--- src/rtl/ada_sample_fifo_pkg.sv ---
// Shared bus/register definitions for the sample FIFO: offsets, field positions, access codes.
package ada_sample_fifo_pkg;

    localparam int BUS_WIDTH     = 32;
    localparam int BUS_ACC_WIDTH = 2;
    localparam int SAMPLE_W      = 24;

    // Access size codes on acc
    localparam logic [BUS_ACC_WIDTH-1:0] ACC_1B = 2'd0;
    localparam logic [BUS_ACC_WIDTH-1:0] ACC_2B = 2'd1;
    localparam logic [BUS_ACC_WIDTH-1:0] ACC_4B = 2'd2;

    localparam int REG_DATA = 0;
    localparam int REG_STAT = 4;
    localparam int REG_CTRL = 8;

    localparam int DATA_VALID_BIT   = 31;
    localparam int STAT_OVF_BIT     = 16;
    localparam int STAT_FULL_BIT    = 9;
    localparam int STAT_EMPTY_BIT   = 8;
    localparam int STAT_CNT_W       = 8;
    localparam int CTRL_FLUSH_BIT   = 0;
    localparam int CTRL_CLR_OVF_BIT = 1;

endpackage

--- src/rtl/ada_fifo_mem.sv ---
// Sample storage: synchronous write, combinational read. Deliberately unreset;
// the pointers alone define which entries are live.
module ada_fifo_mem
    import ada_sample_fifo_pkg::*;
#(
    parameter int DEPTH = 16
) (
    input  logic                       clk,
    input  logic                       we_i,
    input  logic [$clog2(DEPTH)-1:0]   waddr_i,
    input  logic signed [SAMPLE_W-1:0] wdata_i,
    input  logic [$clog2(DEPTH)-1:0]   raddr_i,
    output logic signed [SAMPLE_W-1:0] rdata_o
);

    logic signed [SAMPLE_W-1:0] mem_q [DEPTH];

    always_ff @(posedge clk) begin
        if (we_i) begin
            mem_q[waddr_i] <= wdata_i;
        end
    end

    assign rdata_o = mem_q[raddr_i];

endmodule

--- src/rtl/ada_sample_fifo.sv ---
// Sample FIFO with a small register bus: DATA pops the head, STAT reports
// occupancy/overflow, CTRL flushes and clears the sticky overflow flag.
module ada_sample_fifo
    import ada_sample_fifo_pkg::*;
#(
    parameter int DEPTH    = 16,
    parameter int VA_WIDTH = 4
) (
    input  logic                       clk,
    input  logic                       rstn,
    input  logic                       arrive,
    input  logic signed [SAMPLE_W-1:0] sample,
    input  logic [VA_WIDTH-1:0]        addr,
    input  logic                       w_rb,
    input  logic [BUS_ACC_WIDTH-1:0]   acc,
    input  logic [BUS_WIDTH-1:0]       wdata,
    input  logic                       req,
    output logic [BUS_WIDTH-1:0]       rdata,
    output logic                       resp,
    output logic                       fault,
    output logic                       irq,
    output logic                       ovf
);

    localparam int PTR_W = $clog2(DEPTH);
    localparam int HALF  = DEPTH / 2;

    logic [PTR_W:0]             wptr_q, wptr_d, rptr_q, rptr_d;
    logic                       ovf_q, ovf_d, irq_q, resp_q;
    logic [BUS_WIDTH-1:0]       rdata_q, rdata_d, stat_w;
    logic [PTR_W:0]             count;
    logic                       full, empty;
    logic                       sel_data, sel_stat, sel_ctrl, invalid, vreq;
    logic                       rd_data, rd_stat, wr_ctrl, flush, clr_ovf;
    logic                       push, pop, lost;
    logic signed [SAMPLE_W-1:0] head;
    logic                       unused_wdata;

    // The extra pointer MSB distinguishes full from empty when the indices match.
    assign count = wptr_q - rptr_q;
    assign empty = (wptr_q == rptr_q);
    assign full  = (wptr_q[PTR_W] != rptr_q[PTR_W]) &&
                   (wptr_q[PTR_W-1:0] == rptr_q[PTR_W-1:0]);

    assign sel_data = (addr == VA_WIDTH'(REG_DATA));
    assign sel_stat = (addr == VA_WIDTH'(REG_STAT));
    assign sel_ctrl = (addr == VA_WIDTH'(REG_CTRL));
    assign invalid  = !(sel_data || sel_stat || sel_ctrl) || (acc != ACC_4B) ||
                      (w_rb && (sel_data || sel_stat)) || (!w_rb && sel_ctrl);
    assign fault    = req && invalid;
    assign vreq     = req && !invalid;

    assign rd_data = vreq && !w_rb && sel_data;
    assign rd_stat = vreq && !w_rb && sel_stat;
    assign wr_ctrl = vreq && w_rb && sel_ctrl;
    assign flush   = wr_ctrl && wdata[CTRL_FLUSH_BIT];
    assign clr_ovf = wr_ctrl && wdata[CTRL_CLR_OVF_BIT];

    // A pop in the same cycle frees the slot, so a full FIFO still accepts the sample.
    assign pop  = rd_data && !empty;
    assign push = arrive && (!full || pop) && !flush;
    assign lost = arrive && full && !pop && !flush;

    assign unused_wdata = ^wdata[BUS_WIDTH-1:2];

    ada_fifo_mem #(
        .DEPTH(DEPTH)
    ) u_mem (
        .clk     (clk),
        .we_i    (push),
        .waddr_i (wptr_q[PTR_W-1:0]),
        .wdata_i (sample),
        .raddr_i (rptr_q[PTR_W-1:0]),
        .rdata_o (head)
    );

    always_comb begin
        stat_w                       = '0;
        stat_w[STAT_OVF_BIT]         = ovf_q;
        stat_w[STAT_FULL_BIT]        = full;
        stat_w[STAT_EMPTY_BIT]       = empty;
        stat_w[STAT_CNT_W-1:0]       = STAT_CNT_W'(count);

        wptr_d  = wptr_q;
        rptr_d  = rptr_q;
        ovf_d   = ovf_q;
        rdata_d = rdata_q;

        if (flush) begin
            rptr_d = wptr_q;
        end else begin
            if (push) wptr_d = wptr_q + 1'b1;
            if (pop)  rptr_d = rptr_q + 1'b1;
        end

        if (clr_ovf) ovf_d = 1'b0;
        if (lost)    ovf_d = 1'b1;

        if (rd_data) begin
            rdata_d = '0;
            if (!empty) begin
                rdata_d[SAMPLE_W-1:0]   = head;
                rdata_d[DATA_VALID_BIT] = 1'b1;
            end
        end else if (rd_stat) begin
            rdata_d = stat_w;
        end
    end

    always_ff @(posedge clk) begin
        if (!rstn) begin
            wptr_q  <= '0;
            rptr_q  <= '0;
            ovf_q   <= 1'b0;
            irq_q   <= 1'b0;
            resp_q  <= 1'b0;
            rdata_q <= '0;
        end else begin
            wptr_q  <= wptr_d;
            rptr_q  <= rptr_d;
            ovf_q   <= ovf_d;
            irq_q   <= (int'(count) >= HALF) || ovf_q;
            resp_q  <= vreq;
            rdata_q <= rdata_d;
        end
    end

    assign rdata = rdata_q;
    assign resp  = resp_q;
    assign irq   = irq_q;
    assign ovf   = ovf_q;

endmodule

--- config.mk ---
export PLATFORM = sky130hd
export DESIGN_NAME = ada_sample_fifo
export DESIGN_NICKNAME = d
export VERILOG_FILES = /design/src/rtl/ada_sample_fifo_pkg.sv /design/src/rtl/ada_fifo_mem.sv /design/src/rtl/ada_sample_fifo.sv
export SDC_FILE = /design/constraint.sdc
export NUM_CORES = 1
export LEC_CHECK = 0
export CORE_MARGIN = 1
export CORE_UTILIZATION = 60
export CTS_BUF_LIST = sky130_fd_sc_hd__clkbuf_16
export CTS_CLUSTER_DIAMETER = 30
export DETAILED_ROUTE_END_ITERATION = 8
export PLACE_DENSITY = 0.86
export SLEW_MARGIN = 15
export SYNTH_ARGS = -nofsm -noshare
export SYNTH_HDL_FRONTEND = slang
export SYNTH_SLANG_ARGS = --single-unit
--- constraint.sdc ---
create_clock -name clk -period 6.7 [get_ports clk]
set_input_delay 1.005 -clock clk [delete_from_list [all_inputs] [get_ports clk]]
set_output_delay 1.005 -clock clk [all_outputs]
set_load 0.02 [all_outputs]
==> results of run 1 <==
==> final cells by class <==
class / count / area, um^2 / area share
Sequential cell: 426 / 12400 / 0.616
Multi-Input combinational cell: 372 / 3980 / 0.198
Clock buffer: 74 / 1850 / 0.0922
Timing Repair Buffer: 88 / 823 / 0.0410
Clock inverter: 62 / 596 / 0.0296
Tap cell: 341 / 427 / 0.0212
Inverter: 9 / 33.8 / 0.00168
Antenna cell: 1 / 2.50 / 0.000125
==> path summary, 6_finish.rpt <==
| check | cells past startpoint | slack [ps] | to | startpoint |
|---|---|---|---|---|
| setup reg to reg | 7 | 3260 | u_mem.mem_q[4][13]$_DFFE_PP_ | wptr_q[2]$_SDFFE_PN0P_ |
| setup / recovery | 5 | 2790 | fault | addr[2] |
| hold reg to reg | 1 | 480 | rdata[7]$_SDFFE_PN0P_ | rdata[7]$_SDFFE_PN0P_ |
| hold / removal | 1 | 480 | rdata[7]$_SDFFE_PN0P_ | rdata[7]$_SDFFE_PN0P_ |
==> flip-flops by register name (all words and copies together) (netlist names), named ones only <==
register and cells:
irq 1, ovf 1, rdata 25, resp 1, rptr_q 5, u_mem.mem_q 384, wptr_q 5
==> Yosys cell counts, types with 2 or more instances <==
library cell / count
a2111oi_0: 2
a211oi_1: 2
a21o_1: 2
a21oi_1: 18
a221oi_1: 2
a22o_1: 16
a311oi_1: 3
a31oi_1: 23
and2_1: 15
and3_1: 2
and4_1: 2
buf_2: 20
buf_4: 13
clkbuf_1: 18
dfxtp_1: 42
edfxtp_1: 384
ha_1: 9
inv_1: 8
mux2_2: 4
mux2i_1: 26
mux4_2: 91
nand2_1: 20
nand2b_1: 7
nand3_1: 12
nand4_1: 5
nor2_1: 31
nor2b_1: 3
nor3_1: 8
nor4_1: 5
o211ai_1: 3
o21ai_0: 26
o31ai_1: 2
or3_1: 2
xnor2_1: 3
xor2_1: 2
==> metal layers <==
layer,track usage,wire length (um),vias to the layer above
met2,0.479,19800,526
met4,0.148,1700,2
met3,0.0656,3090,118
met1,0.343,14000,4615
li1,-,-,3758
met5,0,13,-
==> kinds of logic (layout without fill, tap and decap cells) <==
| group | Yosys count | count (layout) | synth area share |
|---|---|---|---|
| other cells | 1 | 8 | 0.000226 |
| fa+ha+maj | 10 | 10 | 0.00800 |
| compound gates | 109 | 109 | 0.0433 |
| mux | 121 | 121 | 0.142 |
| xor+xnor | 5 | 5 | 0.00264 |
| buf+inv | 61 | 233 | 0.0183 |
| flops | 426 | 426 | 0.746 |
| simple gates | 120 | 120 | 0.0392 |
==> metrics by stage <==
stage	util	power, mW	setup WS (ps)	hold WS, ps	area (um^2)
after floorplan	-	3.06	2530	484	16600
after global placement	0.653	3.14	2530	459	17600
after detailed placement	0.653	3.15	2440	470	17600
after CTS	0.743	6.78	2820	481	20100
after global routing	0.743	6.91	2720	501	20100
final	0.743	6.75	2790	476	20100
==> power groups by stage <==
stage / clock, mW / sequential (mW) / combinational (mW)
detailed placement: 0 / 2.99 / 0.156
floorplan: 0 / 2.99 / 0.0729
global placement: 0 / 2.99 / 0.148
CTS: 3.68 / 2.94 / 0.158
finish: 3.65 / 2.94 / 0.160
global route: 3.80 / 2.94 / 0.170
==> impl_results.md, run 1 <==
* HPWL after DPL at 19.7 mm
* GRT Util Overall at 0.283
* Final setup fails at 0
* Critical Path, Cell by Cell: clkdlybuf4s50_1 > and3b_1 > o21ai_0 > and2_1 > clkdlybuf4s50_1
* Power density cells at 336 nW/um^2
* Most common flop cell mapped by yosys: edfxtp_1
* CP dominant cell by count: clkdlybuf4s50_1
* Max incr delay on CP at 740 ps
* CP top delay family: buffers and inverters
* Initial core utilization at 0.613
* Drt drc at 0
* Number of DRC markers in iteration 0 at 972
* Hold crit path type: reg -> reg
* Die width at 168 um
* Yosys Warn Count at 0
* Synth area leader: edfxtp_1
* Switching power at 1.42 mW
* Seq pwr share at 0.435
* # rows at 60
* H-tree lvl count at 3
* Status: finished clean
* Mapped cell area at 16600 um^2
* Buf+Inv Stages, Crit Path at 2
* Int Pwr at 5.33 mW
* DR vias/cell at 6.57
* Max-slew violations at 0
* Worst IR Drop VDD at 0.332 mV
* Largest net degree at the start of global routing at 52
* Root Buffer: clkbuf_16
* Die area at 28300 um^2
* Total negative setup slack at 0 ps
* Worst-path clk slew at 50 ps
* Fraction of layout cells with a size suffix above 1 at 0.253
* Max Cap Viol at 0
* Hold Fails Final Rpt at 0
* Crit share post-route at 0.583
* Initial antenna violation count at 2
* Post-layout minimum cycle time at 3910 ps
* Boundary pin count at 103
* ANT nets after route at 0
* Global-route wire length before repair at 57.1 mm
* P&R area growth vs syn at 21.2%
* Buffers on Ports at 65
* Ys async rst share at 0
* # hold bufs at CTS at 0
* #FFs+latches synth at 426
* Vias in the first global route at 9499
* WP data required at 5690 ps
* CTS tree: done
* Sw Ratio at 0.210
* CP arrival at 2900 ps
* Clk buf depth at 3
* Routed vias at 9019
* Sequential share of the synthesized area at 0.746
* Worst Setup Start Kind: primary input
* Worst slew pin tran at 1200 ps
* Post-CTS Setup Inserts at 0
* Final wirelength at 38.6 mm
* CP Capture Type: primary output
* Distinct cells, synth at 57
* Clock share of power at 0.541
* Relative slew slack at 0.197
* CP Class: in -> out
* Highest clock rate at 256 MHz
* RSZ-0062 raised after global routing: false
* Wire per inst at 28.1 um
* Routability Congestion at 0.845
* Most frequent cells in the layout: edfxtp_1 (384), mux4_2 (91), clkbuf_16 (74), clkdlybuf4s50_1 (65), dfxtp_1 (39)
* Total grt overflow at 0
* Avg Cell Area, Syn at 19.4 um^2
* Gate power share at 0.024
* Commonest non-fill, non-tap cell in the layout: edfxtp_1
* Inst Count DP at 1236
* Die height at 168 um
* PostCTS Resize Cnt at 0
* Slowest stage cell, crit path: clkdlybuf4s50_1
* Core area at 27000 um^2
* Clock sinks at 426
* Final net count at 1047
* Pleak at 6.45 nW
* Fin cells at 1373
* Worst-skew pair later-pin latency at 580 ps
* Worst Skew at 18.0 ps
* Post-synth EDFFs at 384
* Filler cell count at 1437
* Top post-synthesis cells by area: edfxtp_1 (70%), mux4_2 (12%), dfxtp_1 (5.1%), mux2i_1 (1.6%), a31oi_1 (0.87%)
* Worst-path maximum fanout at 12
* TritonCTS buffer count at 73
* Synth top area share at 0.696
* Mapped Cells at 853
* Detailed Routing Iterations Pass 1 at 5
Note: power is estimated with default switching activity, not from simulation.
==> run 2, diff against run 1 <==
Settings changed: CORE_UTILIZATION 60 to 59, PLACE_DENSITY 0.86 to 0.85.
Clock period 6.7 ns to 4.05 ns, I/O delays scaled along.
==> run 2 against run 1 <==
  * Wire length increased by 3.2%
  * Sequential share of layout area about the same
  * Design area about the same
  * Worst hold slack improved by 13 ps
  * Power increased by 58%
  * Register-to-register slack got worse by 2200 ps
  * Die area increased by 1.7%
  * Clock-buffer cell count decreased by 5
  * Via count increased by 2.2%
  * Critical endpoint unchanged
  * Highest routed layer is now met4
==> impl_results.md, run 2 (synthesis results as in run 1) <==
* Status: finished clean (unchanged)
* Pleak at 6.39 nW (was 6.45 nW)
* Initial antenna violation count at 1 (was 2)
* RSZ-0062 raised after global routing: false (unchanged)
* CP Class: in -> out (unchanged)
* P&R area growth vs syn at 21.1% (was 21.2%)
* PostCTS Resize Cnt at 0 (unchanged)
* Routed vias at 9221 (was 9019)
* DR vias/cell at 6.55 (was 6.57)
* R2r setup slk at 1050 ps (was 3260 ps)
* Global-route wire length before repair at 59.6 mm (was 57.1 mm)
* Total negative setup slack at 0 ps (unchanged)
* Highest clock rate at 328 MHz
* Hold Fails Final Rpt at 0 (unchanged)
* Commonest non-fill, non-tap cell in the layout: edfxtp_1 (unchanged)
* CP top delay family: buffers and inverters (unchanged)
* Largest net degree at the start of global routing at 51 (was 52)
* WP data required at 3440 ps (was 5690 ps)
* Relative slew slack at 0.466 (was 0.197)
* Final net count at 1058 (was 1047)
* Initial core utilization at 0.608 (was 0.613)
* # hold bufs at CTS at 0 (unchanged)
* Worst Skew at 24.4 ps (was 18.0 ps)
* Clk buf depth at 3 (unchanged)
* Fraction of layout cells with a size suffix above 1 at 0.264 (was 0.253)
* CP arrival at 2440 ps (was 2900 ps)
* Post-layout minimum cycle time at 3050 ps
* CTS tree: done (unchanged)
* Die area at 28800 um^2 (was 28300 um^2)
* HPWL after DPL at 20.3 mm (was 19.7 mm)
* Buf+Inv Stages, Crit Path at 2 (unchanged)
* Slowest stage cell, crit path: clkdlybuf4s50_1 (unchanged)
* Filler cell count at 1465 (was 1437)
* Crit share post-route at 0.754
* Post-CTS Setup Inserts at 0 (unchanged)
* # rows at 60 (unchanged)
* Die height at 170 um (was 168 um)
* Buffers on Ports at 65 (unchanged)
* Max incr delay on CP at 530 ps (was 740 ps)
* Drt drc at 0 (unchanged)
* Total grt overflow at 0 (unchanged)
* Worst Setup Start Kind: primary input (unchanged)
* Final wirelength at 39.8 mm (was 38.6 mm)
* Number of DRC markers in iteration 0 at 1182 (was 972)
* Most frequent cells in the layout: edfxtp_1 (384), mux4_2 (91), clkbuf_16 (69), clkdlybuf4s50_1 (65), dfxtp_1 (39) (was edfxtp_1 (384), mux4_2 (91), clkbuf_16 (74), clkdlybuf4s50_1 (65), dfxtp_1 (39))
* Vias in the first global route at 9624 (was 9499)
* Die width at 170 um (was 168 um)
* H-tree lvl count at 3 (unchanged)
* Max-slew violations at 0 (unchanged)
* Hold crit path type: reg -> reg (unchanged)
* Max Cap Viol at 0 (unchanged)
* Worst-skew pair later-pin latency at 570 ps (was 580 ps)
* Clock sinks at 426 (unchanged)
* Critical Path, Cell by Cell: clkdlybuf4s50_1 > nor4b_4 > o21ai_0 > and2_1 > clkdlybuf4s50_1 (was clkdlybuf4s50_1 > and3b_1 > o21ai_0 > and2_1 > clkdlybuf4s50_1)
* Fin cells at 1408 (was 1373)
* Max reg flops at 384 (unchanged)
* ANT nets after route at 0 (unchanged)
* Worst slew pin tran at 801 ps (was 1200 ps)
* Final setup fails at 0 (unchanged)
* Core area at 27300 um^2 (was 27000 um^2)
* Worst-path clk slew at 50 ps (about the same)
* Worst-path maximum fanout at 8 (was 12)
* Root Buffer: clkbuf_16 (unchanged)
* Power density cells at 531 nW/um^2 (was 336 nW/um^2)
* Boundary pin count at 103 (unchanged)
* Detailed Routing Iterations Pass 1 at 7 (was 5)
* Routability Congestion at 0.845 (about the same)
* Largest reg by FF count: u_mem.mem_q (unchanged)
* CP dominant cell by count: clkdlybuf4s50_1 (unchanged)
* Inst Count DP at 1284 (was 1236)
* Worst IR Drop VDD at 0.394 mV (was 0.332 mV)
* Wire per inst at 28.3 um (was 28.1 um)
* TritonCTS buffer count at 67 (was 73)
* CP Capture Type: primary output (unchanged)
* GRT Util Overall at 0.290 (was 0.283)
-- run 2: cell types whose count changed in the layout (fill, tap and decap cells not counted), sizes merged --
cell | before | now
bufinv | 8 | 4
clkbuf | 74 | 69
clkinvlp | 7 | 12
inv | 31 | 23
buf | 23 | 40
clkinv | 25 | 24
-- run 2: layer usage --
layer	share of wire	global-route usage
met5	0	0
met3	0.097	0.0700
met1	0.38	0.381
met4	0.030	0.119
met2	0.50	0.471
-- run 2: path summary, 6_finish.rpt --
path,from,cells past startpoint,end
setup reg to reg,wptr_q[2]$_SDFFE_PN0P_,7,u_mem.mem_q[14][12]$_DFFE_PP_
hold reg to reg,rdata[23]$_SDFFE_PN0P_,1,rdata[23]$_SDFFE_PN0P_
hold / removal,rdata[23]$_SDFFE_PN0P_,1,rdata[23]$_SDFFE_PN0P_
setup / recovery,addr[1],5,fault
-- run 2: area by class of cell --
cell class | instances | area, um^2 | area share
clock buffer | 69 | 1730 | 0.0860
multi-input combinational | 372 | 4000 | 0.199
clock inverter | 54 | 477 | 0.0237
sequential | 426 | 12400 | 0.616
timing repair buffer | 105 | 1000 | 0.0498
inverter | 9 | 33.8 | 0.00168
antenna | 1 | 2.50 | 0.000125
tap | 372 | 465 | 0.0232
-- run 2: report_power, final --
group	switching (mW)	internal, mW	total [mW]
clock network	2.11	3.41	5.53
registers	0.0202	4.85	4.87
logic	0.174	0.0967	0.271
-- run 2: stage by stage --
step / hold slack [ps] / worst slack [ps] / power [mW] / utilization / instance area (um^2)
floorplan: 484 / 275 / 5.07 / - / 16600
finish: 489 / 998 / 10.7 / 0.737 / 20100
CTS: 492 / 996 / 10.7 / 0.737 / 20100
global placement: 463 / 699 / 5.19 / 0.656 / 17900
detailed placement: 466 / 596 / 5.21 / 0.656 / 17900
global route: 506 / 840 / 10.9 / 0.737 / 20100
